`src/rtl/reg_alu_seq_pkg.sv`:
```
// -----------------------------------------------------------------------------
// reg_alu_seq_pkg
// Shared definitions for the reg_alu instruction sequencer: instruction field
// positions, opcode values, FSM state encoding, the decoded control bundle
// and the immediate-extension helper.
// -----------------------------------------------------------------------------
package reg_alu_seq_pkg;

    localparam int INSTR_W = 16;
    localparam int DATA_W  = 16;
    localparam int ADDR_W  = 3;
    localparam int ALUOP_W = 2;
    localparam int IMM_W   = 10;
    localparam int OPC_W   = 3;

    // Instruction field positions (LSB of each field)
    localparam int OPC_LSB    = 13;  // [15:13] opcode
    localparam int LDI_WA_LSB = 10;  // [12:10] LDI write address
    localparam int IMM_LSB    = 0;   // [9:0]   LDI immediate
    localparam int ALU_OP_LSB = 11;  // [12:11] ALU operation
    localparam int ALU_WA_LSB = 8;   // [10:8]  ALU write address
    localparam int ALU_RA_LSB = 5;   // [7:5]   ALU read address A
    localparam int ALU_RB_LSB = 2;   // [4:2]   ALU read address B
    localparam int RD_RA_LSB  = 10;  // [12:10] RD read address A
    localparam int RD_RB_LSB  = 7;   // [9:7]   RD read address B

    // Opcodes; 100/101/110 are undefined
    localparam logic [OPC_W-1:0] OP_NOP  = 3'b000;
    localparam logic [OPC_W-1:0] OP_LDI  = 3'b001;
    localparam logic [OPC_W-1:0] OP_ALU  = 3'b010;
    localparam logic [OPC_W-1:0] OP_RD   = 3'b011;
    localparam logic [OPC_W-1:0] OP_HALT = 3'b111;

    typedef enum logic [1:0] {
        IDLE  = 2'd0,
        EXEC  = 2'd1,
        CFLAG = 2'd2,
        HALT  = 2'd3
    } state_e;

    // Decoded controls. Each upd_* flag says whether the instruction defines
    // that field; fields it does not define keep their previous value.
    typedef struct packed {
        logic               wr;
        logic               upd_sel;
        logic               sel;
        logic               upd_op;
        logic [ALUOP_W-1:0] op;
        logic               upd_wa;
        logic [ADDR_W-1:0]  wa;
        logic               upd_ra;
        logic [ADDR_W-1:0]  ra;
        logic               upd_rb;
        logic [ADDR_W-1:0]  rb;
        logic               upd_imm;
        logic [IMM_W-1:0]   imm;
        logic               is_alu;
        logic               is_halt;
    } ctrl_t;

    function automatic logic [DATA_W-1:0] extend_imm(input logic [IMM_W-1:0] imm,
                                                     input logic             sext);
        extend_imm = {{(DATA_W-IMM_W){sext & imm[IMM_W-1]}}, imm};
    endfunction

endpackage

```
`src/rtl/reg_alu_seq_dec.sv`:
```
// -----------------------------------------------------------------------------
// reg_alu_seq_dec
// Purely combinational instruction decoder.
//   i_instr   : 16-bit instruction word
//   o_ctrl    : decoded control bundle (field values plus update flags)
//   o_illegal : opcode is undefined; bundle is all-zero (behaves as NOP)
// -----------------------------------------------------------------------------
module reg_alu_seq_dec
    import reg_alu_seq_pkg::*;
(
    input  logic [INSTR_W-1:0] i_instr,
    output ctrl_t              o_ctrl,
    output logic               o_illegal
);

    logic [OPC_W-1:0] w_opc;
    assign w_opc = i_instr[OPC_LSB +: OPC_W];

    // NOTE: every output of a combinational block gets a default before the
    // case statement, so no path leaves it unassigned and no latch is inferred.
    always_comb begin
        o_ctrl    = '0;
        o_illegal = 1'b0;
        case (w_opc)
            OP_NOP: begin
            end
            OP_LDI: begin
                o_ctrl.wr      = 1'b1;
                o_ctrl.upd_sel = 1'b1;
                o_ctrl.sel     = 1'b0;
                o_ctrl.upd_wa  = 1'b1;
                o_ctrl.wa      = i_instr[LDI_WA_LSB +: ADDR_W];
                o_ctrl.upd_imm = 1'b1;
                o_ctrl.imm     = i_instr[IMM_LSB +: IMM_W];
            end
            OP_ALU: begin
                o_ctrl.wr      = 1'b1;
                o_ctrl.upd_sel = 1'b1;
                o_ctrl.sel     = 1'b1;
                o_ctrl.upd_op  = 1'b1;
                o_ctrl.op      = i_instr[ALU_OP_LSB +: ALUOP_W];
                o_ctrl.upd_wa  = 1'b1;
                o_ctrl.wa      = i_instr[ALU_WA_LSB +: ADDR_W];
                o_ctrl.upd_ra  = 1'b1;
                o_ctrl.ra      = i_instr[ALU_RA_LSB +: ADDR_W];
                o_ctrl.upd_rb  = 1'b1;
                o_ctrl.rb      = i_instr[ALU_RB_LSB +: ADDR_W];
                o_ctrl.is_alu  = 1'b1;
            end
            OP_RD: begin
                o_ctrl.upd_ra  = 1'b1;
                o_ctrl.ra      = i_instr[RD_RA_LSB +: ADDR_W];
                o_ctrl.upd_rb  = 1'b1;
                o_ctrl.rb      = i_instr[RD_RB_LSB +: ADDR_W];
            end
            OP_HALT: begin
                o_ctrl.is_halt = 1'b1;
            end
            default: begin
                o_illegal = 1'b1;
            end
        endcase
    end

endmodule

```
`src/rtl/reg_alu_seq.sv`:
```
// -----------------------------------------------------------------------------
// reg_alu_seq
// Instruction sequencer driving the control inputs of reg_alu.
//   clk, reset          : clock (rising edge), asynchronous active-low reset
//   in_valid/in_ready   : instruction handshake; instr must be held until taken
//   instr               : 16-bit instruction word
//   sel, wr, op         : reg_alu source select, write enable, ALU operation
//   rd_addr_a/b, wr_addr: register-file addresses
//   d_in                : extended immediate
//   cout                : registered carry returned by reg_alu
//   carry, carry_vld    : captured carry and its one-cycle update pulse
//   halted, illegal     : HALT executed; sticky undefined-opcode flag
//   retired             : wrapping count of retired legal instructions
// -----------------------------------------------------------------------------
module reg_alu_seq
    import reg_alu_seq_pkg::*;
#(
    parameter bit SEXT_IMM = 1'b0,
    parameter int RET_W    = 16
) (
    input  logic               clk,
    input  logic               reset,
    input  logic               in_valid,
    output logic               in_ready,
    input  logic [INSTR_W-1:0] instr,
    output logic               sel,
    output logic               wr,
    output logic [ALUOP_W-1:0] op,
    output logic [ADDR_W-1:0]  rd_addr_a,
    output logic [ADDR_W-1:0]  rd_addr_b,
    output logic [ADDR_W-1:0]  wr_addr,
    output logic [DATA_W-1:0]  d_in,
    input  logic               cout,
    output logic               carry,
    output logic               carry_vld,
    output logic               halted,
    output logic               illegal,
    output logic [RET_W-1:0]   retired
);

    state_e             r_state;
    state_e             w_state_nxt;
    ctrl_t              w_ctrl;
    logic               w_illegal;
    logic               w_accept;
    logic               w_in_ready;

    logic               r_sel;
    logic               r_wr;
    logic [ALUOP_W-1:0] r_op;
    logic [ADDR_W-1:0]  r_rd_a;
    logic [ADDR_W-1:0]  r_rd_b;
    logic [ADDR_W-1:0]  r_wr_addr;
    logic [DATA_W-1:0]  r_d_in;
    logic               r_carry;
    logic               r_carry_vld;
    logic               r_illegal;
    logic [RET_W-1:0]   r_retired;
    logic               r_is_alu;
    logic               r_is_halt;
    logic               r_retire;

    reg_alu_seq_dec u_dec (
        .i_instr   (instr),
        .o_ctrl    (w_ctrl),
        .o_illegal (w_illegal)
    );

    // ---------------------------------------------------------------- FSM ---
    // NOTE: clocked state uses non-blocking assignments so every register
    // samples pre-edge values regardless of process evaluation order.
    always_ff @(posedge clk or negedge reset) begin
        if (!reset) r_state <= IDLE;
        else        r_state <= w_state_nxt;
    end

    always_comb begin
        w_state_nxt = r_state;
        w_in_ready  = 1'b0;
        case (r_state)
            IDLE: begin
                w_in_ready = 1'b1;
                if (in_valid) w_state_nxt = EXEC;
            end
            EXEC: begin
                if (r_is_alu)       w_state_nxt = CFLAG;
                else if (r_is_halt) w_state_nxt = HALT;
                else                w_state_nxt = IDLE;
            end
            CFLAG:   w_state_nxt = IDLE;
            HALT:    w_state_nxt = HALT;
            default: w_state_nxt = IDLE;
        endcase
    end

    // in_ready is held low while reset is asserted even though the state is IDLE.
    assign w_accept = w_in_ready & in_valid;

    // ----------------------------------------------------------- datapath ---
    always_ff @(posedge clk or negedge reset) begin
        if (!reset) begin
            r_sel       <= 1'b0;
            r_wr        <= 1'b0;
            r_op        <= '0;
            r_rd_a      <= '0;
            r_rd_b      <= '0;
            r_wr_addr   <= '0;
            r_d_in      <= '0;
            r_carry     <= 1'b0;
            r_carry_vld <= 1'b0;
            r_illegal   <= 1'b0;
            r_retired   <= '0;
            r_is_alu    <= 1'b0;
            r_is_halt   <= 1'b0;
            r_retire    <= 1'b0;
        end else begin
            // The carry reg_alu produced at the EXEC-ending edge is sampled
            // one edge later, then flagged for exactly one cycle.
            r_carry_vld <= (r_state == CFLAG);
            if (r_state == CFLAG) r_carry <= cout;

            if (w_accept) begin
                r_wr      <= w_ctrl.wr;
                r_is_alu  <= w_ctrl.is_alu;
                r_is_halt <= w_ctrl.is_halt;
                r_retire  <= ~w_illegal;
                if (w_ctrl.upd_sel) r_sel     <= w_ctrl.sel;
                if (w_ctrl.upd_op)  r_op      <= w_ctrl.op;
                if (w_ctrl.upd_wa)  r_wr_addr <= w_ctrl.wa;
                if (w_ctrl.upd_ra)  r_rd_a    <= w_ctrl.ra;
                if (w_ctrl.upd_rb)  r_rd_b    <= w_ctrl.rb;
                if (w_ctrl.upd_imm) r_d_in    <= extend_imm(w_ctrl.imm, SEXT_IMM);
                if (w_illegal)      r_illegal <= 1'b1;
            end else if (r_state == EXEC) begin
                r_wr <= 1'b0;
            end

            if (r_state == EXEC && r_retire) r_retired <= r_retired + RET_W'(1);
        end
    end

    // ------------------------------------------------------------ outputs ---
    assign in_ready  = w_in_ready & reset;
    // Gated directly so a write strobe can never outlive an asserted reset.
    assign wr        = r_wr & reset;
    assign sel       = r_sel;
    assign op        = r_op;
    assign rd_addr_a = r_rd_a;
    assign rd_addr_b = r_rd_b;
    assign wr_addr   = r_wr_addr;
    assign d_in      = r_d_in;
    assign carry     = r_carry;
    assign carry_vld = r_carry_vld;
    assign halted    = (r_state == HALT);
    assign illegal   = r_illegal;
    assign retired   = r_retired;

endmodule

```
`config.mk`:
```
export PLATFORM = sky130hd
export DESIGN_NAME = reg_alu_seq
export DESIGN_NICKNAME = d
export VERILOG_FILES = /design/src/rtl/reg_alu_seq_pkg.sv /design/src/rtl/reg_alu_seq_dec.sv /design/src/rtl/reg_alu_seq.sv
export SDC_FILE = /design/constraint.sdc
export NUM_CORES = 1
export LEC_CHECK = 0
export BUFFER_PORTS_ARGS = -buffer_cell sky130_fd_sc_hd__buf_2
export CORE_ASPECT_RATIO = 1.4
export CORE_MARGIN = 2
export CORE_UTILIZATION = 54
export DETAILED_ROUTE_END_ITERATION = 6
export HOLD_SLACK_MARGIN = 0.03
export PLACE_DENSITY_LB_ADDON = 0.15
export SETUP_SLACK_MARGIN = 0.02
export SLEW_MARGIN = 20
export SYNTH_ARGS = -nofsm -noshare
export SYNTH_HDL_FRONTEND = slang
export SYNTH_SLANG_ARGS = --single-unit
```
`constraint.sdc`:
```
create_clock -name clk -period 3.41 [get_ports clk]
set_clock_uncertainty 0.1 [all_clocks]
set_input_delay 0.5115 -clock clk [delete_from_list [all_inputs] [get_ports clk]]
set_output_delay 0.5115 -clock clk [all_outputs]
set_load 0.05 [all_outputs]
```
### Word-level counts from Yosys, hierarchy flattened

Index checks and enable logic that the tools add are counted.

* output and inout port bits: 50
* input port bits: 20
* register bits: 47
* logic and storage cells: 54

* add/sub/neg operators: 1
* bitwise logic cells: 4
* equality and inequality tests: 8
* mux-type cells: 14
* reduce and logical (&&, ||, !) cells: 12

Operators by type and width (number)
* adder 16 x 1 -> 16 bit (second input constant): 1
* one-hot mux 8 bit (2 select lines): 1
* AND reduction 2 bit: 7
* 2-to-1 mux 11 bit: 1
* one-hot mux 2 bit (4 select lines): 1
* one-hot mux 4 bit (2 select lines): 1
* equality test 3 x 2 -> 1 bit (second input constant): 2
* 2-to-1 mux 2 bit: 3
* one-hot mux 3 bit (2 select lines): 1
* 2-to-1 mux 1 bit: 5
* OR reduction 5 bit: 1
* equality test 2 bit (second input constant): 2
* AND 1 bit: 3
* equality test 3 x 1 -> 1 bit (second input constant): 1
* equality test 3 bit (second input constant): 1
* zero test 3 bit: 1
* 2-to-1 mux 3 bit: 1
* equality test 2 x 1 -> 1 bit (second input constant): 1
* zero test 2 bit: 1
* inequality test 2 bit (second input constant): 1
* nonzero test 2 bit: 1
* logical AND 1 bit: 1
* NOT 1 bit: 1

### Depth between registers and ports, before layout

Gate-level depths: netlist of run 1.

* depth after elaboration: 4
* depth in mapped cells: 6
* gate-level depth less buffers: 5

### Hierarchy

From an unflattened synthesis of run 1, not the netlist that was laid out.

* cells, all modules: 207
* area total of the unflattened synthesis: 2308.5 um^2

Modules (own cells, without submodules)
* reg_alu_seq: instances 1, area an instance 1985.7 um^2, sequential area each 1176.1 um^2, cells an instance 157
* reg_alu_seq_dec: instances 1, area an instance 322.8 um^2, sequential area each 0.0 um^2, cells an instance 50

### Worst setup path after synthesis of run 1

No wires, ideal clock.

* path kind: reg-to-reg
* start point: register r_retired[0], in the netlist retired[0]
* end point: register r_retired[10], in the netlist retired[10]
* cell stages (with the launch flop): 6
* library setup time: 0.142 ns
* path buffers: 0
* required time: 3.168 ns
* period minus slack after synthesis: 1.815 ns
* slack: 1.595 ns
* arrival: 1.573 ns
* cell sequence: dfrtp_1 > ha_1 > nand4b_1 > nor3_1 > nand2_1 > xnor2_1

* cells in the longest elaborated chain, start to end: 1

Ends and longest elaborated chain
* from (decl): RTL line reg_alu_seq.sv:58 `logic [RET_W-1:0] r_retired;`
* from (signal assigned): RTL line reg_alu_seq.sv:138 `if (r_state == EXEC && r_retire) r_retired <= r_retired + RET_W'(1);`
* adder 16 x 1 -> 16 bit: RTL line reg_alu_seq.sv:138

No other way between the ends.
A chain may end at the register's enable or synchronous reset.

### Worst setup path in the final report of run 1

* start point: input port reset
* end point: output port wr

* cells in the longest elaborated chain, start to end: 1

Ends and longest elaborated chain
* from (decl): RTL line reg_alu_seq.sv:22 `input logic reset,`
* AND 1 bit: RTL line reg_alu_seq.sv:145 `assign wr = r_wr & reset;`
* to (decl): RTL line reg_alu_seq.sv:27 `output logic wr,`

No other way between the ends.

==> key figures, run 1 <==
Outcome
  • Status: finished, final reports clean

Route
  • Final antenna-violating net count: 0
  • WL met2: 2020 um
  • Via count: 1458
  • DR top layer: met4
  • Drt via density: 5.21
  • Number of iterations in the first detailed-routing pass: 4
  • Met1 wire length: 1610 um
  • DRT iter0 DRCs: 42
  • WL met3: 186 um
  • Wire per inst: 13.8 um
  • DRC errors left: 0
  • Final wirelength: 3870 um

CTS
  • Root Driver: clkbuf_8
  • Bufs on Longest Clock Path: 2
  • # resized after CTS: 0
  • CTS tree: built
  • CTS H-tree lvls: 2
  • Total CTS buffers: 5
  • Clock transition at path regs: 0.08 ns
  • Clk sinks: 47
  • Clock latency on the worst-skew pair: 0.29 ns

Global route
  • Tot GR Track Use: 0.193
  • Vias in the first global route: 1430
  • First-pass GRT wire length: 6670 um
  • Initial antenna violation count: 0
  • Congestion Overflow GR: 0
  • Largest net degree at the start of global routing: 47

STA
  • Rel. slew slack: 0.623
  • Min Tclk post-route: 2.19 ns
  • Slew Viols, Final: 0
  • Crit share post-route: 0.642
  • Setup TNS: 0 ns
  • Worst slew pin tran: 0.565 ns
  • RSZ-0062 raised after global routing: no
  • Final setup viols: 0
  • Hold slack: 0.342 ns
  • Max Freq: 457 MHz
  • Hold Violations, Final: 0
  • Worst setup margin: 1.22 ns

Final layout
  • Area delta synth->final: 18.8%
  • Utilization of the core after routing: 0.675
  • Design Area, Final: 2500 um2
  • Layout cells sized above 1: 0.374
  • Register area: 1180 um2
  • Non-filler cells, final: 280
  • Filler cells: 317
  • Antenna diodes: 0
  • Multi-input gate area: 871 um2
  • Layout net count: 260

Synthesis
  • Largest area contributor in the netlist: dfrtp_1
  • Count of cell types in the netlist: 32
  • Synthesized area per cell: 12.3 um2
  • Synth top cells by count: dfrtp_1, nand2_1, o21ai_0, xnor2_1, mux2_4
  • Synth area leaders: dfrtp_1, mux2_4, nand2_1, xnor2_1, o21ai_0
  • Yosys reg bits: 47
  • Post-synth EDFFs: 0
  • Seq/Total Area, Yosys: 0.558
  • Synthesized instance count: 172
  • Post-Syn Area: 2110 um2
  • Synth Warn #: 0
  • Most common flop cell mapped by yosys: dfrtp_1
  • Share of the synthesized area in the top cell type: 0.558
  • Most common cell in the synthesized netlist: dfrtp_1
  • Asr flop ratio synth: 1.00

Critical path
  • CP Capture Type: output port
  • R2R depth: 3
  • R2r setup slk: 1.66 ns
  • WP buf/inv: 3
  • Worst stage delay on the critical path: 0.52 ns
  • Peak fanout along the critical path: 4
  • Critical path type: input port to output port
  • Top cell by count, worst path: buf_2
  • Crit path DAT: 1.58 ns
  • Critical path cell sequence: dlygate4sd3_1 > buf_2 > and2_1 > buf_2
  • Launching point of the worst reg2reg path: r_state[0]
  • Reg2reg end: d_in[5]
  • Worst Setup Start Kind: input port
  • Worst path slowest cell: dlygate4sd3_1
  • CP delay by family, top: buffers and inverters
  • Critical Path RT: 2.80 ns

Power
  • Leakage Power: 1.33 nW
  • Pwr per Cell Area: 972 nW/um2
  • VDD IR-drop max: 0.000689 V
  • Pwr Total: 2.43 mW

Hold path
  • Hold Crit Endpoint: d_in[1]
  • WHS Path Cells: 2
  • Hold path startpoint: instr[1]
  • Min-delay worst type: input port to flip-flop

Run
  • Max-cap violations: 0

Floorplanning
  • Initial Util: 0.568
  • Core area: 3710 um2
  • Die H: 77.9 um
  • Die area: 4430 um2
  • # IOs: 70
  • Chip Width: 56.8 um
  • Num rows: 26

Place
  • Placer congestion estimate: 0.780
  • Placed cell area: 2420 um2
  • # port buffers: 63
  • HPWL Detailed: 2850 um
  • Dpl cells: 273
  • Dpl ws: 1.45 ns
-- sequential cells by signal (all words and copies together), names as in the netlist, 2 cells and up --
| register | cells |
|---|---|
| r_state | 2 |
| op | 2 |
| retired | 16 |
| rd_addr_b | 3 |
| rd_addr_a | 3 |
| d_in | 10 |
| wr_addr | 3 |
-- logic make-up after synthesis --
| kind of cell | synth area share |
|---|---|
| adders and majority gates | 0.00593 |
| xor gates and xnor gates | 0.0623 |
| other | 0.00178 |
| and+or+nand+nor | 0.166 |
| muxes | 0.119 |
| AOI/OAI and AO/OA | 0.0493 |
| buffers and inverters | 0.0380 |
| DFF | 0.558 |
-- worst max-delay path by stage --
| stage | from | depth (start not counted) | to | slack (ns) |
|---|---|---|---|---|
| finish | reset | 4 | wr | 1.22 |
| global route | reset | 4 | in_ready | 1.18 |
| CTS | reset | 4 | wr | 1.20 |
| detailed placement | instr[13] | 4 | d_in[2] | 1.45 |
| global placement | instr[13] | 4 | d_in[2] | 1.49 |
| floorplan | retired[0] | 5 | retired[10] | 1.60 |
-- power breakdown --
part	switching, mW	internal (mW)
clock	0.168	0.137
combinational	0.887	0.333
sequential	0.154	0.756
-- routing by layer --
layer | up-vias | track usage
met4 | 0 | 0.0698
met1 | 702 | 0.239
met5 | - | 0
met2 | 47 | 0.326
li1 | 704 | -
met3 | 5 | 0.0483
-- worst register-to-register path, stage by stage, from the launching register on --
cell and delay (ns):
dfrtp_1 0.51, nor3b_4 0.36, nand2_2 0.30, mux2_4 0.38
-- cell usage in the layout (no fill, tap or decap), types with 6 or more instances in the layout --
cell | Yosys | routed
buf_2 | 1 | 63
dfrtp_1 | 47 | 47
nand3_1 | 6 | 6
nand2_1 | 28 | 28
mux2_4 | 9 | 9
mux2i_1 | 6 | 6
conb_1 | 1 | 6
xnor2_1 | 10 | 10
o21ai_0 | 13 | 13
-- area by class of cell --
cell class | count | area share
sequential | 47 | 0.470
multi-input combinational | 120 | 0.348
timing repair buffer | 65 | 0.133
clock buffer | 6 | 0.0290
tap | 42 | 0.0210
-- repair_timing --
action	CTS	global route
buffers inserted	0	0
endpoints found under the hold margin	1	0
setup endpoints to repair	0	0
hold buffers	1	0
Note: power is estimated with default switching activity, not from simulation.
==> run 2: changes to the inputs <==
Settings changed: CORE_UTILIZATION 54 to 50.
Clock period 3.41 ns to 2.3 ns, I/O delays scaled along.
==> run 2 against run 1 <==
  * The flow now finishes with violations (design-rule violations)
  * Clock power is 73% higher
  * Critical path depth unchanged
  * Non-clock buffer count is 1 higher
  * Register-to-register slack got worse by 1.1 ns
  * Sequential power is 48% higher
  * Wire length is 1.4% higher
  * Flip-flop and latch count unchanged
  * First-iteration DRC count shrank 7.1%
  * Global-route usage decreased by 1.4 points
  * Core utilization shrank 3.8 points
  * Worst hold slack lost 0.16 ns
  * Sequential share of layout area decreased by 0.67 points
  * Critical path type unchanged
  * Critical endpoint unchanged
==> key figures, run 2 (synthesis results as in run 1) <==
Place
  • HPWL Detailed: 3070 um
  • # port buffers: 63
  • Placer congestion estimate: 0.798
  • Dpl ws: 0.493 ns
  • Dpl cells: 275

Global route
  • Tot GR Track Use: 0.179
  • Initial antenna violation count: 0
  • Vias in the first global route: 1451
  • Largest net degree at the start of global routing: 31
  • First-pass GRT wire length: 6490 um
  • Congestion Overflow GR: 0

STA
  • Final setup viols: 0
  • Slew Viols, Final: 0
  • Setup TNS: 0 ns
  • Max Freq: 543 MHz
  • Worst setup margin: 0.457 ns
  • RSZ-0062 raised after global routing: no
  • Hold Violations, Final: 0
  • Crit share post-route: 0.801
  • Min Tclk post-route: 1.84 ns

Route
  • Drt via density: 5.15
  • WL met2: 2110 um
  • Final wirelength: 3930 um
  • Final antenna-violating net count: 0
  • Number of iterations in the first detailed-routing pass: 6
  • DRT iter0 DRCs: 39
  • DRC errors left: 3
  • WL met3: 183 um
  • DR top layer: met4
  • Wire per inst: 13.8 um
  • Via count: 1462
  • Met1 wire length: 1580 um

Floorplanning
  • Initial Util: 0.529
  • Chip Width: 58.9 um
  • Num rows: 27
  • Die area: 4760 um2
  • Die H: 80.8 um
  • Core area: 3990 um2
  • # IOs: 70

Critical path
  • Top cell by count, worst path: buf_2
  • Peak fanout along the critical path: 4
  • WP buf/inv: 3
  • Critical Path RT: 1.86 ns
  • Critical path depth: 4
  • Crit path DAT: 1.40 ns
  • Worst stage delay on the critical path: 0.54 ns
  • Worst Setup Start Kind: input port
  • Critical path cell sequence: dlygate4sd3_1 > buf_2 > and2_1 > buf_2
  • Worst path slowest cell: dlygate4sd3_1
  • Critical path type: input port to output port
  • CP delay by family, top: buffers and inverters
  • CP Capture Type: output port
  • R2R depth: 3

CTS
  • Clk sinks: 47
  • Root Driver: clkbuf_8
  • CTS tree: built
  • CTS H-tree lvls: 2
  • Bufs on Longest Clock Path: 2
  • Clock latency on the worst-skew pair: 0.29 ns
  • Total CTS buffers: 5
  • Clock transition at path regs: 0.08 ns
  • # Post-CTS Setup Buffers: 0

Final layout
  • Non-filler cells, final: 284
  • Antenna diodes: 0
  • Filler cells: 347
  • Max reg flops: 16
  • Register area: 1180 um2
  • Area delta synth->final: 20.5%
  • Layout cells sized above 1: 0.382
  • Multi-input gate area: 871 um2
  • Commonest non-fill, non-tap cell in the layout: buf_2
  • Most frequent cells in the layout: buf_2, dfrtp_1, nand2_1
  • Layout net count: 261

Power
  • Pwr Total: 3.68 mW
  • Comb power frac: 0.489
  • Pwr per Cell Area: 1450 nW/um2
  • VDD IR-drop max: 0.00127 V
  • Clock power share: 0.143
  • Reg power frac: 0.367
  • Sw Share: 0.487
  • P_int: 1.89 mW
  • Switching power total: 1.79 mW
  • Leakage Power: 1.35 nW

Hold path
  • WHS Path Cells: 2
  • Min-delay worst type: input port to flip-flop

Outcome
  • Failing checks: design-rule violations
  • Status: finished with violations

Run
  • Max-cap violations: 0
-- run 2: cell type report --
cell class,count,area share
well taps,43,0.0212
repair buffers,66,0.134
multi-input cells,120,0.343
clock buffers,8,0.0394
flip-flops and latches,47,0.463
-- run 2: through the flow --
| step | instance area, um2 | hold slack, ns | utilization |
|---|---|---|---|
| 2_1_floorplan | 2130 | -0.0506 | - |
| 3_3_place_gp | 2430 | 0.257 | 0.610 |
| 3_5_place_dp | 2430 | 0.257 | 0.610 |
| 4_1_cts | 2540 | 0.174 | 0.637 |
| 5_1_grt | 2540 | 0.178 | 0.637 |
| 6_report | 2540 | 0.178 | 0.637 |
-- run 2: repair_timing --
| action | in CTS | in global routing |
|---|---|---|
| hold endpoints to repair | 47 | 0 |
| resized for setup | 0 | 0 |
| hold buffers | 1 | 0 |
-- run 2: routing by layer --
metal | global-route usage | vias to the layer above
li1 | - | 709
met1 | 0.215 | 707
met2 | 0.308 | 41
met3 | 0.0430 | 5
met4 | 0.0659 | 0
met5 | 0 | -
-- run 2: final timing paths --
kind	startpoint	endpoint	slack (ns)
max	reset	wr	0.46
min reg2reg	retired[15]	retired[15]	0.37
min	instr[1]	d_in[1]	0.18
min in group asynchronous	reset	r_wr	0.50
max in group asynchronous	reset	rd_addr_a[2]	1.27
max reg2reg	r_state[0]	d_in[2]	0.57
-- run 2: power groups by stage --
stage / combinational (mW) / sequential, mW / clock (mW)
global route: 1.90 / 1.40 / 0.572
CTS: 1.82 / 1.36 / 0.544
finish: 1.80 / 1.35 / 0.528
floorplan: 0.555 / 2.23 / 0
detailed placement: 1.83 / 1.37 / 0
global placement: 1.80 / 1.37 / 0
==> run 3: changes to the inputs <==
Settings changed: CORE_UTILIZATION 50 to 45.
Clock period 2.3 ns to 1.6 ns, I/O delays scaled along.
==> run 3 against run 2 <==
  * Sequential power increased by 44%
  * Global-route usage increased by 0.062 points
  * Wire length increased by 11%
  * Die area increased by 10%
  * Critical endpoint is now in_ready
  * Critical path depth unchanged
  * Clock power increased by 64%
  * Highest routed layer unchanged
  * Power increased by 54%
  * Core utilization decreased by 2.3 points
  * The run now ends clean
==> key figures, run 3 (synthesis results as in run 1) <==
Critical path
  • Launching point of the worst reg2reg path: r_state[0]
  • R2R depth: 4
  • Reg2reg end: d_in[6]
  • Peak fanout along the critical path: 4
  • Worst Setup Start Kind: flip-flop
  • Critical Path RT: 1.26 ns
  • CP Capture Point: in_ready
  • Critical path type: flip-flop to output port
  • Crit path DAT: 1.25 ns
  • R2r setup slk: 0.07 ns
  • Setup crit start: r_state[1]
  • CP Capture Type: output port

Power
  • Clock power share: 0.152
  • Pwr per Cell Area: 2040 nW/um2
  • Switching power total: 2.69 mW
  • Comb power frac: 0.507
  • Sw Share: 0.474
  • Leakage Power: 1.46 nW
  • Pwr Total: 5.68 mW
  • P_int: 2.99 mW
  • Reg power frac: 0.341
  • VDD IR-drop max: 0.00110 V

STA
  • Final setup viols: 0
  • Crit share post-route: 0.992
  • Worst setup margin: 0.0124 ns
  • Max Freq: 630 MHz
  • Setup TNS: 0 ns
  • Slew Viols, Final: 0
  • RSZ-0062 raised after global routing: yes
  • Min Tclk post-route: 1.59 ns
  • Hold Violations, Final: 0

CTS
  • CTS H-tree lvls: 2
  • Bufs on Longest Clock Path: 2
  • Total CTS buffers: 5
  • Clock latency on the worst-skew pair: 0.30 ns
  • CTS tree: built
  • Clk sinks: 47
  • Root Driver: clkbuf_8
  • Clock transition at path regs: 0.09 ns

Outcome
  • Status: finished, final reports clean

Final layout
  • Antenna diodes: 0
  • Max reg flops: 16
  • Most frequent cells in the layout: buf_2, dfrtp_1, nand2_1
  • Area delta synth->final: 32.1%
  • Commonest non-fill, non-tap cell in the layout: buf_2
  • Filler cells: 398
  • Non-filler cells, final: 323
  • Register area: 1190 um2
  • Layout net count: 281
  • Multi-input gate area: 891 um2
  • Layout cells sized above 1: 0.487

Place
  • HPWL Detailed: 3240 um
  • # port buffers: 63
  • Dpl cells: 303
  • Dpl ws: 0.0142 ns
  • Placer congestion estimate: 0.730

Floorplanning
  • Initial Util: 0.465
  • Num rows: 29
  • # IOs: 70
  • Core area: 4540 um2
  • Chip Width: 61.9 um
  • Die area: 5260 um2
  • Die H: 85.0 um

Route
  • Number of iterations in the first detailed-routing pass: 2
  • Final antenna-violating net count: 0
  • Via count: 1534
  • DRC errors left: 0
  • Final wirelength: 4370 um
  • DRT iter0 DRCs: 71
  • Drt via density: 4.75
  • Wire per inst: 13.5 um

Global route
  • Largest net degree at the start of global routing: 40
  • Initial antenna violation count: 0
  • Vias in the first global route: 1523
  • Tot GR Track Use: 0.180
  • Congestion Overflow GR: 0
  • First-pass GRT wire length: 7110 um

Run
  • Max-cap violations: 0

Hold path
  • Min-delay worst type: input port to flip-flop
## run 3: changes by cell type in the layout (fill, tap and decap cells not counted), moves of 2 or more
cell and change:
dfrtp_1 -11, clkbuf_8 -2, buf_2 -2, dfrtp_2 +11, buf_6 +3, buf_4 +18
## run 3: power groups by stage
stage,clock network [mW],logic [mW],registers (mW)
final,0.865,2.88,1.94
after global routing,0.935,3.04,2.01
after CTS,0.901,2.86,1.94
after detailed placement,0,2.72,1.96
after global placement,0,2.69,1.95
after floorplan,0,0.799,3.22
## run 3: area by class of cell
class / instances / share of cell area
Clock inverter: 3 / 0.0157
Sequential cell: 47 / 0.427
Tap cell: 62 / 0.0279
Timing Repair Buffer: 86 / 0.185
Multi-Input combinational cell: 120 / 0.320
Clock buffer: 5 / 0.0247
## run 3: how the worst min path moves through the flow
stage | from | to | slack [ns] | depth (start not counted)
5_1_grt | instr[1] | d_in[1] | 0.05 | 2
3_5_place_dp | reset | carry_vld | 0.14 | 2
3_3_place_gp | reset | r_wr | 0.15 | 2
4_1_cts | instr[1] | d_in[1] | 0.05 | 2
2_1_floorplan | reset | carry | -0.16 | 0
6_report | instr[1] | d_in[1] | 0.07 | 2
## run 3: per-layer routing
layer  wire [um]  vias up  track usage  part of all wire
li1            -      748            -                 -
met1        1760      740        0.219              0.40
met2        2390       44        0.307              0.55
met3         195        2       0.0427             0.045
met4          23        0       0.0522            0.0053
met5           0        -            0                 0
## run 3: critical path, cell delays in order (launching register included)
cell and delay (ns):
dfrtp_2 0.45, buf_6 0.13, nor2_4 0.10, and2_4 0.14
buf_8 0.13
## run 3: what timing repair did
action | CTS | global route
endpoints found under the setup margin | 13 | 16
endpoints found under the hold margin | 47 | 0
buffers inserted | 3 | 8
hold buffers | 1 | 0
pin swaps | 3 | 5
gates resized for setup | 11 | 2
## run 3: through the flow
stage / hold slack, ns / utilization / instance area, um2
2_1_floorplan: -0.156 / - / 2140
3_3_place_gp: 0.146 / 0.560 / 2540
3_5_place_dp: 0.144 / 0.560 / 2540
4_1_cts: 0.0546 / 0.600 / 2720
5_1_grt: 0.0504 / 0.614 / 2790
6_report: 0.0652 / 0.614 / 2790
